==> config.mk <==
export PLATFORM = sky130hd
export DESIGN_NAME = instr_fetch
export DESIGN_NICKNAME = d
export VERILOG_FILES = /design/src/rtl/instr_fetch_pkg.sv /design/src/rtl/instr_fetch_next_pc.sv /design/src/rtl/instr_fetch.sv
export SDC_FILE = /design/constraint.sdc
export NUM_CORES = 1
export LEC_CHECK = 0
export BUFFER_PORTS_ARGS = -buffer_cell sky130_fd_sc_hd__buf_2
export CAP_MARGIN = 40
export CORE_UTILIZATION = 30
export DETAILED_ROUTE_END_ITERATION = 6
export PLACE_DENSITY = 0.52
export SETUP_SLACK_MARGIN = 0.3
export SLEW_MARGIN = 20
export SYNTH_ARGS = -nofsm -noshare
export SYNTH_HDL_FRONTEND = slang
export SYNTH_SLANG_ARGS = --single-unit
==> constraint.sdc <==
create_clock -name clk -period 7.2 [get_ports clk]
set_input_delay 1.08 -clock clk [delete_from_list [all_inputs] [get_ports clk]]
set_output_delay 1.08 -clock clk [all_outputs]
set_load 0.05 [all_outputs]
==> src/rtl/instr_fetch_pkg.sv <==
// -----------------------------------------------------------------------------
// instr_fetch_pkg
//   Shared definitions for the instruction fetch unit:
//     - state_t            : fetch FSM state encoding
//     - *_HI / *_LO        : instruction field positions (opcode, jump index,
//                            branch immediate)
//     - DEFAULT_RESET_PC   : default PC loaded on reset
//     - helper functions   : opcode extraction, jump target, branch offset
// -----------------------------------------------------------------------------
package instr_fetch_pkg;

  typedef enum logic [1:0] {
    RST_S = 2'd0,
    FETCH = 2'd1,
    HOLD  = 2'd2
  } state_t;

  // Instruction field positions.
  localparam int OPCODE_HI = 31;
  localparam int OPCODE_LO = 26;
  localparam int JIDX_HI   = 25;
  localparam int JIDX_LO   = 0;
  localparam int IMM_HI    = 15;
  localparam int IMM_LO    = 0;

  localparam int OPCODE_W = OPCODE_HI - OPCODE_LO + 1;
  localparam int JIDX_W   = JIDX_HI - JIDX_LO + 1;
  localparam int IMM_W    = IMM_HI - IMM_LO + 1;

  // Must be word aligned (bits [1:0] zero).
  localparam logic [31:0] DEFAULT_RESET_PC = 32'h0000_0000;

  function automatic logic [OPCODE_W-1:0] get_opcode(input logic [31:0] ins);
    return ins[OPCODE_HI:OPCODE_LO];
  endfunction

  // Region-relative jump: keep the top nibble of pc+4, replace the rest with
  // the word index shifted to a byte address.
  function automatic logic [31:0] jump_target(input logic [31:0] pc4,
                                              input logic [31:0] ins);
    return {pc4[31:28], ins[JIDX_HI:JIDX_LO], 2'b00};
  endfunction

  // Sign-extended 16-bit word offset converted to a byte offset.
  function automatic logic [31:0] branch_offset(input logic [31:0] ins);
    return {{(32-IMM_W-2){ins[IMM_HI]}}, ins[IMM_HI:IMM_LO], 2'b00};
  endfunction

endpackage

==> src/rtl/instr_fetch_next_pc.sv <==
// -----------------------------------------------------------------------------
// next_pc_calc
//   Purely combinational next-PC selection for the retiring instruction.
//   Priority: jump > taken branch (branch & zero) > sequential (pc + 4).
//   All arithmetic is modulo 2^32.
//
//   Ports
//     pc      in  32  address of the current instruction
//     instr   in  32  current instruction word
//     branch  in  1   decoder branch output
//     zero    in  1   ALU zero flag
//     jump    in  1   decoder jump output
//     next_pc out 32  address of the following instruction
// -----------------------------------------------------------------------------
module next_pc_calc
  import instr_fetch_pkg::*;
(
  input  logic [31:0] pc,
  input  logic [31:0] instr,
  input  logic        branch,
  input  logic        zero,
  input  logic        jump,
  output logic [31:0] next_pc
);

  logic [31:0] pc4;
  logic [31:0] br_target;
  logic [31:0] j_target;

  assign pc4       = pc + 32'd4;
  assign br_target = pc4 + branch_offset(instr);
  assign j_target  = jump_target(pc4, instr);

  always_comb begin
    next_pc = pc4;
    if (jump) begin
      next_pc = j_target;
    end else if (branch && zero) begin
      next_pc = br_target;
    end
  end

endmodule

==> src/rtl/instr_fetch.sv <==
// -----------------------------------------------------------------------------
// instr_fetch
//   Single-outstanding instruction fetch unit.  Requests the word at pc from
//   instruction memory, registers it, presents it to the datapath, and on
//   retirement advances pc (sequential / branch / jump) and counts the retire.
//
//   Handshakes (valid/ready semantics):
//     memory side  : imem_req is the valid, imem_ack the ready.  imem_req and
//                    imem_addr stay stable until the cycle imem_ack=1; the data
//                    on imem_rdata is captured in that same cycle.  imem_ack
//                    while imem_req=0 has no effect.
//     datapath side: ins_valid is the valid, ins_ready the ready.  instr,
//                    opcode and pc stay stable until the cycle ins_ready=1,
//                    which is the retire cycle.  ins_ready while ins_valid=0
//                    has no effect.  branch/zero/jump are only looked at in
//                    the retire cycle.
//
//   Ports
//     clk        in  1   clock, rising edge
//     reset      in  1   synchronous, active-high
//     imem_req   out 1   fetch request
//     imem_addr  out 32  fetch address (pc)
//     imem_ack   in  1   memory accepts request, imem_rdata valid
//     imem_rdata in  32  fetched word
//     ins_valid  out 1   instr/opcode/pc valid for the datapath
//     ins_ready  in  1   datapath retires current instruction
//     instr      out 32  registered instruction word
//     opcode     out 6   instr[31:26]
//     branch     in  1   decoder branch
//     zero       in  1   ALU zero flag
//     jump       in  1   decoder jump
//     pc         out 32  address of current instruction
//     retired    out 32  retired instruction count (wraps)
//     fsm_state  out 2   debug view of the FSM state
// -----------------------------------------------------------------------------
module instr_fetch
  import instr_fetch_pkg::*;
#(
  parameter logic [31:0] RESET_PC = DEFAULT_RESET_PC
)(
  input  logic                clk,
  input  logic                reset,
  output logic                imem_req,
  output logic [31:0]         imem_addr,
  input  logic                imem_ack,
  input  logic [31:0]         imem_rdata,
  output logic                ins_valid,
  input  logic                ins_ready,
  output logic [31:0]         instr,
  output logic [OPCODE_W-1:0] opcode,
  input  logic                branch,
  input  logic                zero,
  input  logic                jump,
  output logic [31:0]         pc,
  output logic [31:0]         retired,
  output state_t              fsm_state
);

  state_t      state;
  state_t      state_next;
  logic        fetch_done;
  logic        retire;
  logic [31:0] next_pc;

  next_pc_calc u_next_pc (
    .pc      (pc),
    .instr   (instr),
    .branch  (branch),
    .zero    (zero),
    .jump    (jump),
    .next_pc (next_pc)
  );

  // ---------------------------------------------------------------------------
  // FSM: state register
  // ---------------------------------------------------------------------------
  always_ff @(posedge clk) begin
    if (reset) begin
      state <= RST_S;
    end else begin
      state <= state_next;
    end
  end

  // ---------------------------------------------------------------------------
  // FSM: next state and handshake outputs.
  // Request/valid are additionally masked by reset so nothing is advertised
  // in the cycle reset is applied, even if the state register has not yet
  // been cleared.
  // ---------------------------------------------------------------------------
  always_comb begin
    state_next = state;
    imem_req   = 1'b0;
    ins_valid  = 1'b0;
    fetch_done = 1'b0;
    retire     = 1'b0;
    unique case (state)
      RST_S: begin
        state_next = FETCH;
      end
      FETCH: begin
        imem_req = !reset;
        if (imem_ack) begin
          fetch_done = 1'b1;
          state_next = HOLD;
        end
      end
      HOLD: begin
        ins_valid = !reset;
        if (ins_ready) begin
          retire     = 1'b1;
          state_next = FETCH;
        end
      end
      default: begin
        state_next = RST_S;
      end
    endcase
  end

  // ---------------------------------------------------------------------------
  // Datapath registers.  Reset has priority, so a fetch or retire coinciding
  // with reset is discarded.
  // ---------------------------------------------------------------------------
  always_ff @(posedge clk) begin
    if (reset) begin
      pc      <= RESET_PC;
      instr   <= 32'h0000_0000;
      retired <= 32'h0000_0000;
    end else begin
      if (fetch_done) begin
        instr <= imem_rdata;
      end
      if (retire) begin
        pc      <= next_pc;
        retired <= retired + 32'd1;
      end
    end
  end

  // While reset is held the address already shows the reset vector.
  assign imem_addr = reset ? RESET_PC : pc;
  assign opcode    = get_opcode(instr);
  assign fsm_state = state;

endmodule

==> impl_metrics.py <==
metrics = {
    "synth": {
        "syn_area_per_cell_um2": 7.53,
        "ys.flop_type": "dfxtp_1",
        "yosysTopAreaCell": "dfxtp_1",
        "ys_seq_area_frac": 0.291,
        "ys_types": 67,
        "async_flop_share": 0,
        "synth_edf_count": 0,
        "synth_warnings": 0,
        "netlist_instances": 877,
        "synth.cell_area_mm2": 0.00660,
        "ys_ff_latch": 96,
        "yosysTopAreaCellShare": 0.291,
        "synth_area_leaders": "dfxtp_1 (29%), nand2_1 (8.1%), a21oi_1 (7.6%), ha_1 (7.2%), xor2_1 (5.6%)",
    },
    "detailed_routing": {
        "wirelength_um": 21500,
        "vias": 6615,
        "wl_per_cell_um": 16.5,
        "drt-initial-drc-count": 354,
        "drt-vias-per-instance": 5.10,
        "drc": 0,
        "drtPass1Iterations": 4,
        "antenna_left": 0,
    },
    "die": {
        "die_area_mm2": 0.0226,
        "coreArea_mm2": 0.0213,
        "ioPinCount": 177,
        "initial_core_util": 0.310,
        "rows": 53,
        "die-height_um": 150,
        "die_w_um": 150,
    },
    "power_and_ir_drop": {
        "power_density_mw_per_mm2": 156,
        "peakVddDrop_uv": 117,
        "finalPower_uw": 1240,
        "power.leakage_uw": 0.00356,
    },
    "clock_network": {
        "postCtsSetupBuffers": 0,
        "numCtsBuffers": 9,
        "clock_latency_ns": 0.36,
        "tritoncts": "yes",
        "cts_buffer_depth": 2,
        "cts_resized": 0,
        "cts.sinks": 96,
        "htreeDepth": 3,
        "cts_hold_buf": 0,
        "clk_pin_slew_worst_paths_ns": 0.08,
        "root_buffer": "clkbuf_16",
    },
    "global_route": {
        "grt_usage": 0.193,
        "grt_busiest_layer": "met2",
        "grt_max_degree": 54,
        "grt_pass1_wl_um": 33900,
        "grt_util_met2": 0.311,
        "grt_pass1_vias": 6112,
        "antenna_found_initial": 1,
        "grt.overflow.total": 0,
        "use_met1": 0.261,
        "grtUsageMet3": 0.0358,
    },
    "layout": {
        "multi_input_area_mm2": 0.00434,
        "drive_above_1_share": 0.206,
        "fillers": 2259,
        "fin_cells": 1298,
        "seqCellArea_mm2": 0.00192,
        "final_common_cell": "buf_2",
        "final_cell_mix": "buf_2 (171), nand2_1 (142), a21oi_1 (100)",
        "num-nets-final": 1095,
        "area_growth_pct": 19.8,
        "final_core_util": 0.372,
    },
    "critical_path": {
        "endpoint_kind": "flop",
        "arrival_ns": 4.42,
        "crit_required_ns": 7.45,
        "crit_path_start_kind": "flop",
        "worstPathMaxFanout": 8,
        "crit_type": "reg2reg",
    },
    "timing": {
        "max_clock_freq_mhz": 240,
        "slew_headroom": 0.532,
        "skew_ns": 0.0133,
        "rsz0062_at_grt": "false",
        "worst_pin_slew_ns": 0.699,
        "final_max_slew_viol_count": 0,
        "min_period_ns": 4.16,
        "setup_viol": 0,
        "tns_ns": 0,
        "finalHoldViolations": 0,
        "fin_hold_ws_ns": 0.472,
        "period_share": 0.578,
    },
    "hold_path": {
        "hold_path.class": "reg2reg",
    },
    "place": {
        "dp_cells": 1281,
        "dpl.hpwl_um": 16300,
        "portBuffers": 172,
        "gp_congestion": 0.903,
    },
    "flow_run": {
        "max-cap-violations": 0,
    },
    "status": {
        "status": "finished clean",
    },
}
## critical path: stages, from the launching register on
cell      delay, ns
dfxtp_1        0.44
and4_1         0.40
nand4_1        0.29
nor3_1         0.59
xor2_1         0.20
ha_1           0.38
nand4_1        0.16
a211oi_1       0.31
and3_1         0.24
a211oi_1       0.09
a21oi_1        0.18
mux2i_1        0.23
mux2i_1        0.21
mux2_2         0.35
## stage by stage
stage	cell area, um^2	setup WS (ns)
after floorplan	6610	3.21
after global placement	7580	3.08
after detailed placement	7610	3.09
after CTS	7910	3.09
after global routing	7910	2.68
final	7910	3.04
## area by class of cell
type,instances,share of cell area
Timing Repair Buffer,181,0.120
Antenna cell,1,0.000316
Clock inverter,7,0.00917
Sequential cell,96,0.243
Multi-Input combinational cell,714,0.548
Tap cell,275,0.0435
Clock buffer,9,0.0285
Inverter,15,0.00712
## kinds of logic (layout without fill, tap and decap cells)
logic type | after synthesis | after routing | share of synthesized area
AO/OA/AOI/OAI | 223 | 223 | 0.209
XOR/XNOR | 73 | 73 | 0.0969
adder cells (fa/ha/maj) | 39 | 39 | 0.0751
buffers and inverters | 70 | 212 | 0.0546
flip-flops | 96 | 96 | 0.291
multiplexers | 6 | 6 | 0.00929
other | 1 | 5 | 0.000568
AND/OR/NAND/NOR | 369 | 369 | 0.263
## sequential cells by signal, indices dropped and copies added (netlist names)
signal     cells
fsm_state      2
instr         32
pc            30
retired       32
## synthesized netlist by cell type, types with 6 or more instances
cell / n
nand2_1: 142
a21oi_1: 100
dfxtp_1: 96
nor2_1: 75
xor2_1: 42
ha_1: 38
o21ai_0: 35
nand3_1: 33
clkbuf_1: 31
nor2b_1: 31
xnor2_1: 31
nand4_1: 21
o211ai_1: 19
and3_1: 16
inv_1: 15
a21o_1: 14
buf_4: 12
or3_1: 12
nor3_1: 10
a211oi_1: 8
and4_1: 6
## final timing paths
check / slack, ns / from / to / depth (start not counted)
worst max register to register: 3.04 / pc[4] / pc[31] / 13
worst min-delay path: 0.47 / instr[31] / instr[31] / 2
worst min register to register: 0.47 / instr[31] / instr[31] / 2
worst max-delay path: 3.04 / pc[4] / pc[31] / 13
## per-layer routing
metal / wire [um] / vias up
li1: - / 3370
met1: 10200 / 3061
met2: 9820 / 167
met3: 1120 / 17
met4: 333 / 0
met5: 0 / -
## where the power goes
group	leakage [uW]	internal [uW]	switching [uW]	total, uW
Clock	0.000143	245	242	486
Sequential	0.000777	542	16.6	559
Combinational	0.00264	51.6	138	190
Total	0.00356	839	396	1240
(Power assumes the default switching activity.)
